`src/rtl/vend_sequencer_if.sv`:
```
// vend_sequencer_if: coin/keypad/mechanism handshake bundle between the vending sequencer and its environment
interface vend_sequencer_if #(parameter int CREDIT_W = 6);
  logic [1:0] coin;
  logic select_valid, select_product, cancel, dispense_ack, change_ack;
  logic dispense_req, dispense_product, change_req, coin_reject, short_credit, vend_done, fault, busy;
  logic [CREDIT_W-1:0] credit;
  modport master (
    output coin, select_valid, select_product, cancel, dispense_ack, change_ack,
    input dispense_req, dispense_product, change_req, credit, coin_reject, short_credit, vend_done, fault, busy
  );
  modport slave (
    input coin, select_valid, select_product, cancel, dispense_ack, change_ack,
    output dispense_req, dispense_product, change_req, credit, coin_reject, short_credit, vend_done, fault, busy
  );
endinterface

```
`src/rtl/vend_sequencer.sv`:
```
// vend_sequencer: credit accumulation, price check, dispense handshake with timeout, and $5 change payout
module vend_sequencer #(
  parameter int PRICE_CHOCO = 15,
  parameter int PRICE_DRINK = 10,
  parameter int MAX_CREDIT = 40,
  parameter int CREDIT_W = 6,
  parameter int TIMEOUT = 255
) (
  input logic clk,
  input logic reset,
  vend_sequencer_if.slave bus
);
  localparam int TW = $clog2(TIMEOUT + 1);
  localparam logic [CREDIT_W:0] P_CHOCO = PRICE_CHOCO[CREDIT_W:0];
  localparam logic [CREDIT_W:0] P_DRINK = PRICE_DRINK[CREDIT_W:0];
  localparam logic [CREDIT_W:0] MAX = MAX_CREDIT[CREDIT_W:0];
  localparam logic [TW-1:0] T_LAST = TW'(TIMEOUT - 1);
  typedef enum logic [1:0] {IDLE, CREDIT, DISPENSE, PAYOUT} state_t;
  state_t state, state_n;
  logic [CREDIT_W-1:0] credit, credit_n;
  logic [TW-1:0] cnt, cnt_n;
  logic prod, prod_n, dreq, creq, rej, rej_n, short, short_n, done, done_n, flt, flt_n, busy;
  logic accepting, coin_ok;
  logic [CREDIT_W:0] coin_val, sum, acc, sel_price, held_price, after_sel, restored;
  always_comb begin
    accepting = state == IDLE || state == CREDIT;
    coin_val = bus.coin == 2'b01 ? (CREDIT_W+1)'(5) : bus.coin == 2'b10 ? (CREDIT_W+1)'(10) : '0;
    sum = {1'b0, credit} + coin_val;
    coin_ok = accepting && coin_val != '0 && sum <= MAX;
    acc = coin_ok ? sum : {1'b0, credit};
    sel_price = bus.select_product ? P_DRINK : P_CHOCO;
    held_price = prod ? P_DRINK : P_CHOCO;
    after_sel = acc - sel_price;
    restored = {1'b0, credit} + held_price;
    state_n = state;
    credit_n = credit;
    cnt_n = cnt;
    prod_n = prod;
    rej_n = bus.coin != 2'b00 && !coin_ok;
    short_n = 1'b0;
    done_n = 1'b0;
    flt_n = 1'b0;
    case (state)
      IDLE, CREDIT: begin
        credit_n = acc[CREDIT_W-1:0];
        if (state == CREDIT && bus.cancel) state_n = PAYOUT;
        else if (bus.select_valid && {1'b0, credit} >= sel_price) begin
          state_n = DISPENSE;
          prod_n = bus.select_product;
          credit_n = after_sel[CREDIT_W-1:0];
          cnt_n = '0;
        end else begin
          short_n = bus.select_valid;
          state_n = acc != '0 ? CREDIT : IDLE;
        end
      end
      DISPENSE: begin
        if (bus.dispense_ack) begin
          done_n = 1'b1;
          state_n = credit != '0 ? PAYOUT : IDLE;
        end else if (cnt == T_LAST) begin
          // a timed-out vend refunds the price so the customer is paid back in full
          flt_n = 1'b1;
          credit_n = restored[CREDIT_W-1:0];
          state_n = PAYOUT;
        end else cnt_n = cnt + 1'b1;
      end
      default: begin
        if (creq && bus.change_ack) credit_n = credit - CREDIT_W'(5);
        if (credit_n == '0) state_n = IDLE;
      end
    endcase
  end
  always_ff @(posedge clk or posedge reset)
    if (reset) begin
      state <= IDLE;
      credit <= '0;
      cnt <= '0;
      prod <= 1'b0;
      dreq <= 1'b0;
      creq <= 1'b0;
      rej <= 1'b0;
      short <= 1'b0;
      done <= 1'b0;
      flt <= 1'b0;
      busy <= 1'b0;
    end else begin
      state <= state_n;
      credit <= credit_n;
      cnt <= cnt_n;
      prod <= prod_n;
      dreq <= state_n == DISPENSE;
      creq <= state_n == PAYOUT && credit_n != '0;
      rej <= rej_n;
      short <= short_n;
      done <= done_n;
      flt <= flt_n;
      busy <= state_n == DISPENSE || state_n == PAYOUT;
    end
  assign bus.dispense_req = dreq;
  assign bus.dispense_product = prod;
  assign bus.change_req = creq;
  assign bus.credit = credit;
  assign bus.coin_reject = rej;
  assign bus.short_credit = short;
  assign bus.vend_done = done;
  assign bus.fault = flt;
  assign bus.busy = busy;
endmodule

```
`src/flat_wrapper.sv`:
```
// flat-port wrapper written by rule: the top's interface ports become plain ports
module vend_sequencer_flat 
#(
  parameter int PRICE_CHOCO = 15,
  parameter int PRICE_DRINK = 10,
  parameter int MAX_CREDIT = 40,
  parameter int CREDIT_W = 6,
  parameter int TIMEOUT = 255
)
  (clk, reset, bus_coin, bus_select_valid, bus_select_product, bus_cancel, bus_dispense_ack, bus_change_ack, bus_dispense_req, bus_dispense_product, bus_change_req, bus_credit, bus_coin_reject, bus_short_credit, bus_vend_done, bus_fault, bus_busy);
  vend_sequencer_if #(.CREDIT_W(CREDIT_W)) bus_i ();
  input logic clk;
  input logic reset;
  input wire logic [$bits(bus_i.coin)-1:0] bus_coin;
  input wire logic [$bits(bus_i.select_valid)-1:0] bus_select_valid;
  input wire logic [$bits(bus_i.select_product)-1:0] bus_select_product;
  input wire logic [$bits(bus_i.cancel)-1:0] bus_cancel;
  input wire logic [$bits(bus_i.dispense_ack)-1:0] bus_dispense_ack;
  input wire logic [$bits(bus_i.change_ack)-1:0] bus_change_ack;
  output wire logic [$bits(bus_i.dispense_req)-1:0] bus_dispense_req;
  output wire logic [$bits(bus_i.dispense_product)-1:0] bus_dispense_product;
  output wire logic [$bits(bus_i.change_req)-1:0] bus_change_req;
  output wire logic [$bits(bus_i.credit)-1:0] bus_credit;
  output wire logic [$bits(bus_i.coin_reject)-1:0] bus_coin_reject;
  output wire logic [$bits(bus_i.short_credit)-1:0] bus_short_credit;
  output wire logic [$bits(bus_i.vend_done)-1:0] bus_vend_done;
  output wire logic [$bits(bus_i.fault)-1:0] bus_fault;
  output wire logic [$bits(bus_i.busy)-1:0] bus_busy;
  assign bus_i.coin = bus_coin;
  assign bus_i.select_valid = bus_select_valid;
  assign bus_i.select_product = bus_select_product;
  assign bus_i.cancel = bus_cancel;
  assign bus_i.dispense_ack = bus_dispense_ack;
  assign bus_i.change_ack = bus_change_ack;
  assign bus_dispense_req = bus_i.dispense_req;
  assign bus_dispense_product = bus_i.dispense_product;
  assign bus_change_req = bus_i.change_req;
  assign bus_credit = bus_i.credit;
  assign bus_coin_reject = bus_i.coin_reject;
  assign bus_short_credit = bus_i.short_credit;
  assign bus_vend_done = bus_i.vend_done;
  assign bus_fault = bus_i.fault;
  assign bus_busy = bus_i.busy;
  vend_sequencer #(.PRICE_CHOCO(PRICE_CHOCO), .PRICE_DRINK(PRICE_DRINK), .MAX_CREDIT(MAX_CREDIT), .CREDIT_W(CREDIT_W), .TIMEOUT(TIMEOUT)) u_core (.clk(clk), .reset(reset), .bus(bus_i));
endmodule
```
`config.mk`:
```
export PLATFORM = sky130hd
export DESIGN_NAME = vend_sequencer_flat
export DESIGN_NICKNAME = d
export VERILOG_FILES = /design/src/rtl/vend_sequencer_if.sv /design/src/rtl/vend_sequencer.sv /design/src/flat_wrapper.sv
export SDC_FILE = /design/constraint.sdc
export NUM_CORES = 1
export LEC_CHECK = 0
export ABC_AREA = 1
export BUFFER_PORTS_ARGS = -buffer_cell sky130_fd_sc_hd__buf_4
export CORE_UTILIZATION = 50
export DETAILED_ROUTE_END_ITERATION = 8
export PLACE_DENSITY = 0.72
export SYNTH_ARGS = -nofsm -noshare
export SYNTH_HDL_FRONTEND = slang
export SYNTH_SLANG_ARGS = --single-unit
```
`constraint.sdc`:
```
create_clock -name clk -period 3.7 [get_ports clk]
set_input_delay 0.185 -clock clk [delete_from_list [all_inputs] [get_ports clk]]
set_output_delay 0.185 -clock clk [all_outputs]
set_load 0.1 [all_outputs]
```
==> summary.txt, run 1 <==
Route
  – Drt first-iter violations: between 100 and 150
  – Detailed-route wire length per cell: 13.6 um
  – Avg Vias per Cell: 5.34
  – Remaining design rule violation count: 0
  – Count of TritonRoute iterations in the first routing pass: 5
  – Vias post-DR: approximately 2200
  – Antenna-violating nets left: 0
  – Final wirelength: approximately 5500 um

Synthesis
  – Synthesis Warnings: 0
  – Number of distinct library cells after synthesis: 39
  – Synth top area cells: sky130_fd_sc_hd__dfrtp_1 27%, sky130_fd_sc_hd__nand2_1 12%, sky130_fd_sc_hd__ha_1 10%, sky130_fd_sc_hd__inv_1 8.3%, sky130_fd_sc_hd__nand3_1 7.3%
  – Largest area contributor in the synthesized netlist: sky130_fd_sc_hd__dfrtp_1
  – Portion of the post-synthesis area used by sequential elements: 0.267
  – Yosys top cell area share: 0.267
  – Mean area per synthesized cell: about 7 um^2
  – Number of nets produced by synthesis: between 300 and 400
  – Synthesis-stage register bit count: 24
  – Number of instances in the synthesized netlist: around 330
  – Synth Cell Area: between 0.002 and 0.0025 mm^2

Critical path
  – Maximum fanout along the worst path: 8
  – CP Capture Type: register
  – CP Data Required Time: 3.84 ns
  – Worst Setup Path Type: register to register
  – Reg2reg setup slack: ~0.28 ns
  – CP Launch Type: register
  – Arr. time, crit path: between 3 and 4 ns
  – FF-to-FF Start: u_core.bus.credit[1]
  – Critical path launch point: u_core.bus.credit[1]

STA
  – Max-slew violation total from the final report: 0
  – Worst max-slew margin expressed relative to the limit: 0.413
  – Fin crit period: 3.42 ns
  – Post-route fraction of the period consumed by the critical path: 0.925
  – Slew @ Worst Pin: 0.879 ns
  – RSZ-0062 raised after global routing: false
  – Final WS setup: approximately 0.28 ns
  – Hold Fails Final Rpt: 0
  – Setup TNS Final: 0 ns
  – Clock skew: 0.00743 ns
  – Final setup violating endpoints: 0
  – Achievable clock frequency: 0.292 GHz

Cells and area
  – Number of flip-flops in the largest register: 8
  – Leading cell type in the layout, fill and taps excluded: sky130_fd_sc_hd__nand2_1
  – Ant diodes: 0
  – Fin util: 0.592
  – Area added between synthesis and finish: 13.9%
  – Nets: between 300 and 400
  – Commonest cells after routing, fill and taps aside: 73 x sky130_fd_sc_hd__nand2_1, 50 x sky130_fd_sc_hd__inv_1, 33 x sky130_fd_sc_hd__nand3_1
  – Layout cell share with drive strength beyond 1: 0.190
  – Largest registers: u_core.cnt x8, u_core.bus.credit x6, u_core.state x2
  – Fill cells: 401
  – Register bank with the most flops: u_core.cnt
  – Filler-free cell count of the finished design: between 400 and 500

Pwr
  – Leakage: between 1 and 1.5 nW
  – Power density over cell area: between 900 and 1000 mW/mm^2
  – Power consumption: between 2 and 2.5 mW
  – Peak supply drop: roughly 0.00057 V

Die
  – Die height: between 60 and 70 um
  – Effective utilization at floorplan: 0.520
  – Core Area: approximately 0.0043 mm^2
  – Number of cell rows: 24
  – Die X: about 69 um
  – I/O pins: 23
  – Total Die Area: 0.00477 mm^2

GRT
  – Number of antenna violations at the first check in global routing: 0
  – First-pass GRT wire length: between 9000 and 10000 um
  – Largest net degree at the start of global routing: 25
  – Via count of the first global-routing pass: about 2100
  – Leftover overflow at the end of global routing: 0
  – GRT Total Usage: 0.240

Flow run
  – MaxCap Viol Count: 0

Status
  – Status: complete, no violations

Placement
  – Post-Place Setup Slack: approximately 0.13 ns
  – HPWL after DPL: 4380 um
  – Number of cells in the design after placement: 400
  – Final estimated routing congestion in global placement: between 0.9 and 1
  – Count of input and output buffers: 22

Clock tree
  – Clock H-tree levels: 1
  – Sinks on the clock net: 24
  – CTS Hold Buffers Added: 0
  – Number of clock buffers inserted by TritonCTS: 3
  – Clock latency on the worst-skew pair: around 0.27 ns
  – Clock-pin slew on the worst setup and hold paths: about 0.090 ns
  – Clock Tree Root: sky130_fd_sc_hd__clkbuf_8
  – TritonCTS clock tree: yes
  – Clock buffer depth: 2

Min path
  – Tightest Hold Check Type: primary input to asynchronous set/reset pin
[layout make-up]
cell class	instances	area, um^2	area share
multi-input combinational	241	1410	0.550
sequential	24	602	0.235
inverter	57	219	0.0855
timing repair buffer	26	195	0.0762
tap	52	65.1	0.0254
clock buffer	3	41.3	0.0161
clock inverter	1	30.0	0.0117
[per-stage QoR]
stage / instance area, um^2 / hold slack, ns
final: 2560 / 0.0954
after global routing: 2560 / 0.146
after CTS: 2550 / 0.146
after detailed placement: 2480 / 0.439
after global placement: 2480 / 0.431
after floorplan: 2250 / 0.200
[worst max-delay path, cell delays in order (launching register included)]
cell and delay [ns]:
sky130_fd_sc_hd__dfrtp_2 0.46, sky130_fd_sc_hd__inv_4 0.11, sky130_fd_sc_hd__nand2_1 0.07, sky130_fd_sc_hd__and2_1 0.14
sky130_fd_sc_hd__ha_1 0.19, sky130_fd_sc_hd__inv_1 0.07, sky130_fd_sc_hd__nand2_1 0.08, sky130_fd_sc_hd__nand4_1 0.12
sky130_fd_sc_hd__nand2_2 0.10, sky130_fd_sc_hd__nor2_8 0.12, sky130_fd_sc_hd__nand3_4 0.13, sky130_fd_sc_hd__nand2_4 0.14
sky130_fd_sc_hd__nand2_1 0.09, sky130_fd_sc_hd__nand2_1 0.09, sky130_fd_sc_hd__inv_1 0.06, sky130_fd_sc_hd__ha_1 0.18
sky130_fd_sc_hd__inv_1 0.06, sky130_fd_sc_hd__ha_1 0.21, sky130_fd_sc_hd__o21ai_0 0.16, sky130_fd_sc_hd__inv_1 0.07
sky130_fd_sc_hd__a21oi_2 0.18, sky130_fd_sc_hd__nand3_1 0.14, sky130_fd_sc_hd__nor2_2 0.12, sky130_fd_sc_hd__nand2_1 0.06
sky130_fd_sc_hd__nor2_1 0.11, sky130_fd_sc_hd__nor2_1 0.05
[synthesized netlist by cell type]
master	instances
sky130_fd_sc_hd__inv_4	1
sky130_fd_sc_hd__o21ai_2	1
sky130_fd_sc_hd__clkinv_1	1
sky130_fd_sc_hd__xor2_1	10
sky130_fd_sc_hd__a311oi_1	1
sky130_fd_sc_hd__dfrtp_1	24
sky130_fd_sc_hd__nor3_2	1
sky130_fd_sc_hd__and2_1	1
sky130_fd_sc_hd__o21ai_0	16
sky130_fd_sc_hd__nor3_1	3
sky130_fd_sc_hd__a21boi_0	1
sky130_fd_sc_hd__o221ai_1	1
sky130_fd_sc_hd__nand3_4	2
sky130_fd_sc_hd__ha_1	18
sky130_fd_sc_hd__nor2_1	28
sky130_fd_sc_hd__and3_1	2
sky130_fd_sc_hd__inv_2	5
sky130_fd_sc_hd__nor2_8	1
sky130_fd_sc_hd__o21bai_1	1
sky130_fd_sc_hd__nand2_1	73
sky130_fd_sc_hd__xnor2_1	1
sky130_fd_sc_hd__nand3_2	4
sky130_fd_sc_hd__a31o_1	1
sky130_fd_sc_hd__nor2_2	2
sky130_fd_sc_hd__buf_4	1
sky130_fd_sc_hd__nor3b_1	2
sky130_fd_sc_hd__nor4_1	1
sky130_fd_sc_hd__o22ai_1	1
sky130_fd_sc_hd__nand3_1	33
sky130_fd_sc_hd__a31oi_1	1
sky130_fd_sc_hd__buf_6	2
sky130_fd_sc_hd__nand4_1	3
sky130_fd_sc_hd__nand2_4	2
sky130_fd_sc_hd__a22oi_1	1
sky130_fd_sc_hd__inv_1	50
sky130_fd_sc_hd__o31ai_1	1
sky130_fd_sc_hd__a21oi_1	13
sky130_fd_sc_hd__nand2_2	14
sky130_fd_sc_hd__a21boi_2	1
[metal layers]
| metal | GRT usage | vias up | part of all wire | wire [um] |
|---|---|---|---|---|
| met5 | 0 | - | 0 | 0 |
| met4 | 0.0544 | 0 | 0.019 | 106 |
| met3 | 0.0453 | 10 | 0.077 | 424 |
| met2 | 0.380 | 81 | 0.44 | 2440 |
| met1 | 0.340 | 972 | 0.46 | 2530 |
| li1 | - | 1094 | - | - |
[report_power, final]
part           total, mW  internal [mW]  leakage (nW)  switching [mW]
sequential         0.482          0.361         0.294           0.121
combinational       1.76          0.509          1.02            1.25
clock              0.230          0.145        0.0357          0.0851
total               2.47           1.01          1.35            1.45
[worst paths after layout]
check	cells after the start	end
max	25	u_core.bus.change_req
min	2	u_core.bus.vend_done
max in group asynchronous	2	u_core.bus.credit[1]
min reg2reg	2	u_core.cnt[1]
max reg2reg	25	u_core.bus.change_req
min in group clk	3	u_core.bus.short_credit
[logic make-up after synthesis]
group / count (synthesis) / synth area share
AND/OR/NAND/NOR: 172 / 0.376
buffers and inverters: 60 / 0.110
AO/OA/AOI/OAI: 40 / 0.104
flip-flops: 24 / 0.267
adder cells (fa/ha/maj): 18 / 0.100
XOR/XNOR: 11 / 0.0428
[what timing repair did]
action,4_1_cts,5_1_grt
resized for setup,0,3
setup endpoints to repair,0,1
buffers inserted,0,0
No activity file was read; power rests on OpenSTA's default activity.
==> inputs of run 2 (changes only) <==
- ABC_AREA: 1 -> unset
==> summary.txt, run 2 <==
STA
  – Post-route fraction of the period consumed by the critical path: 1.03 (was 0.925)
  – Fin crit period: 3.83 ns (was 3.42 ns)
  – RSZ-0062 raised after global routing: true (was false)
  – Clock skew: 0.00752 ns (was 0.00743 ns)
  – Hold Fails Final Rpt: 0 (unchanged)
  – Worst max-slew margin expressed relative to the limit: 0.361 (was 0.413)
  – Max-slew violation total from the final report: 0 (unchanged)
  – Slew @ Worst Pin: 0.957 ns (was 0.879 ns)
  – Final setup violating endpoints: 3 (was 0)
  – Achievable clock frequency: 0.261 GHz (was 0.292 GHz)
  – Final WS setup: -0.127 ns (was 0.277 ns)

Pwr
  – Power consumption: 2.55 mW (was 2.47 mW)
  – Leakage: 1.31 nW (was 1.35 nW)
  – Peak supply drop: 0.000618 V (was 0.000574 V)
  – Power density over cell area: 902 mW/mm^2 (was 964 mW/mm^2)

Die
  – Total Die Area: 0.00485 mm^2 (was 0.00477 mm^2)
  – Die X: 69.7 um (was 69.1 um)
  – Number of cell rows: 24 (unchanged)
  – Die height: 69.7 um (was 69.1 um)
  – I/O pins: 23 (unchanged)
  – Effective utilization at floorplan: 0.522 (was 0.520)
  – Core Area: 0.00438 mm^2 (was 0.00432 mm^2)

GRT
  – Largest net degree at the start of global routing: 25 (unchanged)
  – Number of antenna violations at the first check in global routing: 0 (unchanged)
  – Leftover overflow at the end of global routing: 0 (unchanged)
  – GRT Total Usage: 0.250 (was 0.240)
  – First-pass GRT wire length: 9620 um (was 9340 um)
  – Via count of the first global-routing pass: 2059 (was 2056)

Cells and area
  – Area occupied by multi-input gates: 0.00157 mm^2 (was 0.00141 mm^2)
  – Number of flip-flops in the largest register: 8 (unchanged)
  – Filler-free cell count of the finished design: 375 (was 404)
  – Register bank with the most flops: u_core.cnt (unchanged)
  – Nets: 351 (was 380)
  – Fill cells: 376 (was 401)
  – Sequential cell area: 608 um^2 (was 602 um^2)
  – Leading cell type in the layout, fill and taps excluded: sky130_fd_sc_hd__buf_4 (was sky130_fd_sc_hd__nand2_1)
  – Commonest cells after routing, fill and taps aside: 59 x sky130_fd_sc_hd__buf_4, 26 x sky130_fd_sc_hd__nor2_1, 22 x sky130_fd_sc_hd__dfrtp_1 (was 73 x sky130_fd_sc_hd__nand2_1, 50 x sky130_fd_sc_hd__inv_1, 33 x sky130_fd_sc_hd__nand3_1)
  – Layout cell share with drive strength beyond 1: 0.260 (was 0.190)
  – Area added between synthesis and finish: 23.5% (was 13.9%)
  – Ant diodes: 0 (unchanged)
  – Largest registers: u_core.cnt x8, u_core.bus.credit x6, u_core.state x2 (unchanged)

Placement
  – HPWL after DPL: 4510 um (was 4380 um)
  – Final estimated routing congestion in global placement: 0.888 (was 0.944)
  – Number of cells in the design after placement: 366 (was 400)
  – Count of input and output buffers: 22 (unchanged)
  – Post-Place Setup Slack: -0.210 ns (was 0.131 ns)

Critical path
  – Reg2reg setup slack: -0.13 ns (was 0.28 ns)
  – FF-to-FF Start: u_core.bus.credit[1] (unchanged)
  – Maximum fanout along the worst path: 6 (was 8)
  – Critical path launch point: u_core.bus.credit[1] (unchanged)
  – CP Data Required Time: 3.84 ns (about the same)
  – Arr. time, crit path: 3.97 ns (was 3.57 ns)
  – CP Launch Type: register (unchanged)
  – Worst Setup Path Type: register to register (unchanged)
  – Capture instance of the worst register-to-register path: u_core.bus.change_req (unchanged)
  – Worst reg-to-reg path cell count: 16 (was 25)
  – CP Capture Type: register (unchanged)

Synthesis
  – Top cells by instance count after synthesis: 26 x sky130_fd_sc_hd__nor2_1, 24 x sky130_fd_sc_hd__dfrtp_1, 18 x sky130_fd_sc_hd__ha_1, 18 x sky130_fd_sc_hd__inv_1, 16 x sky130_fd_sc_hd__nand2_1 (was 73 x sky130_fd_sc_hd__nand2_1, 50 x sky130_fd_sc_hd__inv_1, 33 x sky130_fd_sc_hd__nand3_1)
  – Mean area per synthesized cell: 8.32 um^2 (was 6.92 um^2)
  – Synth top area cells: sky130_fd_sc_hd__dfrtp_1 26%, sky130_fd_sc_hd__ha_1 9.8%, sky130_fd_sc_hd__nor2_1 4.3%, sky130_fd_sc_hd__xor2_1 4.2%, sky130_fd_sc_hd__xnor2_1 3.8% (was sky130_fd_sc_hd__dfrtp_1 27%, sky130_fd_sc_hd__nand2_1 12%, sky130_fd_sc_hd__ha_1 10%, sky130_fd_sc_hd__inv_1 8.3%, sky130_fd_sc_hd__nand3_1 7.3%)
  – Portion of the post-synthesis area used by sequential elements: 0.262 (was 0.267)
  – Post-synth EDFFs: 0 (unchanged)
  – Yosys top cell area share: 0.262 (was 0.267)
  – Most common flop cell mapped by yosys: sky130_fd_sc_hd__dfrtp_1 (unchanged)
  – Number of nets produced by synthesis: 302 (was 352)
  – Synthesis Warnings: 0 (unchanged)
  – Most frequent cell after synthesis: sky130_fd_sc_hd__nor2_1 (was sky130_fd_sc_hd__nand2_1)
  – Number of instances in the synthesized netlist: 275 (was 325)
  – Synth Cell Area: 0.00229 mm^2 (was 0.00225 mm^2)
  – Largest area contributor in the synthesized netlist: sky130_fd_sc_hd__dfrtp_1 (unchanged)
  – Number of distinct library cells after synthesis: 64 (was 39)
  – Share of synthesized registers carrying an async set or reset: 1.00 (unchanged)
  – Synthesis-stage register bit count: 24 (unchanged)

Clock tree
  – Clock Tree Root: sky130_fd_sc_hd__clkbuf_8 (unchanged)
  – TritonCTS clock tree: yes (unchanged)
  – Clock H-tree levels: 1 (unchanged)
  – Number of clock buffers inserted by TritonCTS: 3 (unchanged)
  – Clock buffer depth: 2 (unchanged)
  – Sinks on the clock net: 24 (unchanged)
  – Clock latency on the worst-skew pair: 0.28 ns (was 0.27 ns)
  – Clock-pin slew on the worst setup and hold paths: 0.10 ns (was 0.09 ns)

Min path
  – Min-Delay Startpoint: bus_dispense_ack
  – Instance count along the most critical hold path: 2
  – Hold EP: u_core.bus.fault
  – Tightest Hold Check Type: primary input to register (was primary input to asynchronous set/reset pin)

Route
  – Remaining design rule violation count: 0 (unchanged)
  – Vias post-DR: 2239 (was 2157)
  – Count of TritonRoute iterations in the first routing pass: 4 (was 5)
  – Final wirelength: 5930 um (was 5490 um)
  – Detailed-route wire length per cell: 15.8 um (was 13.6 um)
  – Drt first-iter violations: 94 (was 142)
  – Avg Vias per Cell: 5.97 (was 5.34)
  – Antenna-violating nets left: 0 (unchanged)

Flow run
  – MaxCap Viol Count: 0 (unchanged)

Status
  – Violated checks: negative setup slack
  – Status: finished with violations (was complete, no violations)
## run 2: logic make-up (layout without fill, tap and decap cells)
logic type      Yosys count  count (layout)  synth area share
mux                       4               4            0.0180
xor+xnor                 21              21            0.0804
buf+inv                  33              81            0.0716
simple gates            110             110             0.261
fa+ha+maj                18              18            0.0984
compound gates           65              65             0.208
flops                    24              24             0.262
## run 2: worst max-delay path, cell delays in order (launching register included)
cell and delay [ns]:
sky130_fd_sc_hd__dfrtp_4 0.50, sky130_fd_sc_hd__xor2_1 0.17, sky130_fd_sc_hd__ha_2 0.19, sky130_fd_sc_hd__a21oi_4 0.18
sky130_fd_sc_hd__or4b_1 0.47, sky130_fd_sc_hd__nand3_2 0.09, sky130_fd_sc_hd__o32a_1 0.19, sky130_fd_sc_hd__o211ai_1 0.11
sky130_fd_sc_hd__xnor2_1 0.26, sky130_fd_sc_hd__ha_1 0.31, sky130_fd_sc_hd__nor2b_4 0.14, sky130_fd_sc_hd__nand2_1 0.07
sky130_fd_sc_hd__nor2_1 0.04, sky130_fd_sc_hd__or4_4 0.52, sky130_fd_sc_hd__and3_4 0.19, sky130_fd_sc_hd__nor3_2 0.13
sky130_fd_sc_hd__a41oi_1 0.13
## run 2: stage by stage
step,setup TNS [ns],instance area (um^2),utilization,hold slack (ns)
4_1_cts,-0.116,2790,0.636,0.0824
3_5_place_dp,-0.441,2700,0.616,0.387
3_3_place_gp,-0.0604,2700,0.616,0.381
6_report,-0.168,2830,0.645,0.0879
2_1_floorplan,-0.896,2330,-,0.200
5_1_grt,-0.876,2830,0.645,0.0854
## run 2: what timing repair did
| action | CTS | global route |
|---|---|---|
| endpoints found under the hold margin | 0 | 0 |
| setup buffers | 2 | 3 |
| hold buffers | 0 | 0 |
| pin swaps | 1 | 3 |
| resized for setup | 0 | 4 |
| setup endpoints to repair | 3 | 4 |
## run 2: layout make-up
class                   count  share of cell area
clock buffers               3              0.0146
inverters                  18              0.0239
repair buffers             59               0.157
multi-input cells         218               0.556
well taps                  52              0.0230
flip-flops and latches     24               0.215
clock inverters             1              0.0106
## run 2: worst max path at each step
stage	end
finish	u_core.bus.change_req
global route	u_core.bus.change_req
CTS	u_core.bus.change_req
detailed placement	u_core.bus.change_req
global placement	u_core.bus.change_req
floorplan	u_core.bus.change_req
## run 2: power by group
part | leakage, nW | internal [mW] | switching (mW)
combinational | 0.983 | 0.714 | 1.16
clock | 0.0357 | 0.145 | 0.0977
sequential | 0.290 | 0.346 | 0.0876
## run 2: per-layer routing
layer	wire, um	GRT usage	part of all wire
met5	0	0	0
met2	3070	0.449	0.52
met4	75	0.0733	0.013
met1	2610	0.315	0.44
met3	175	0.0291	0.029
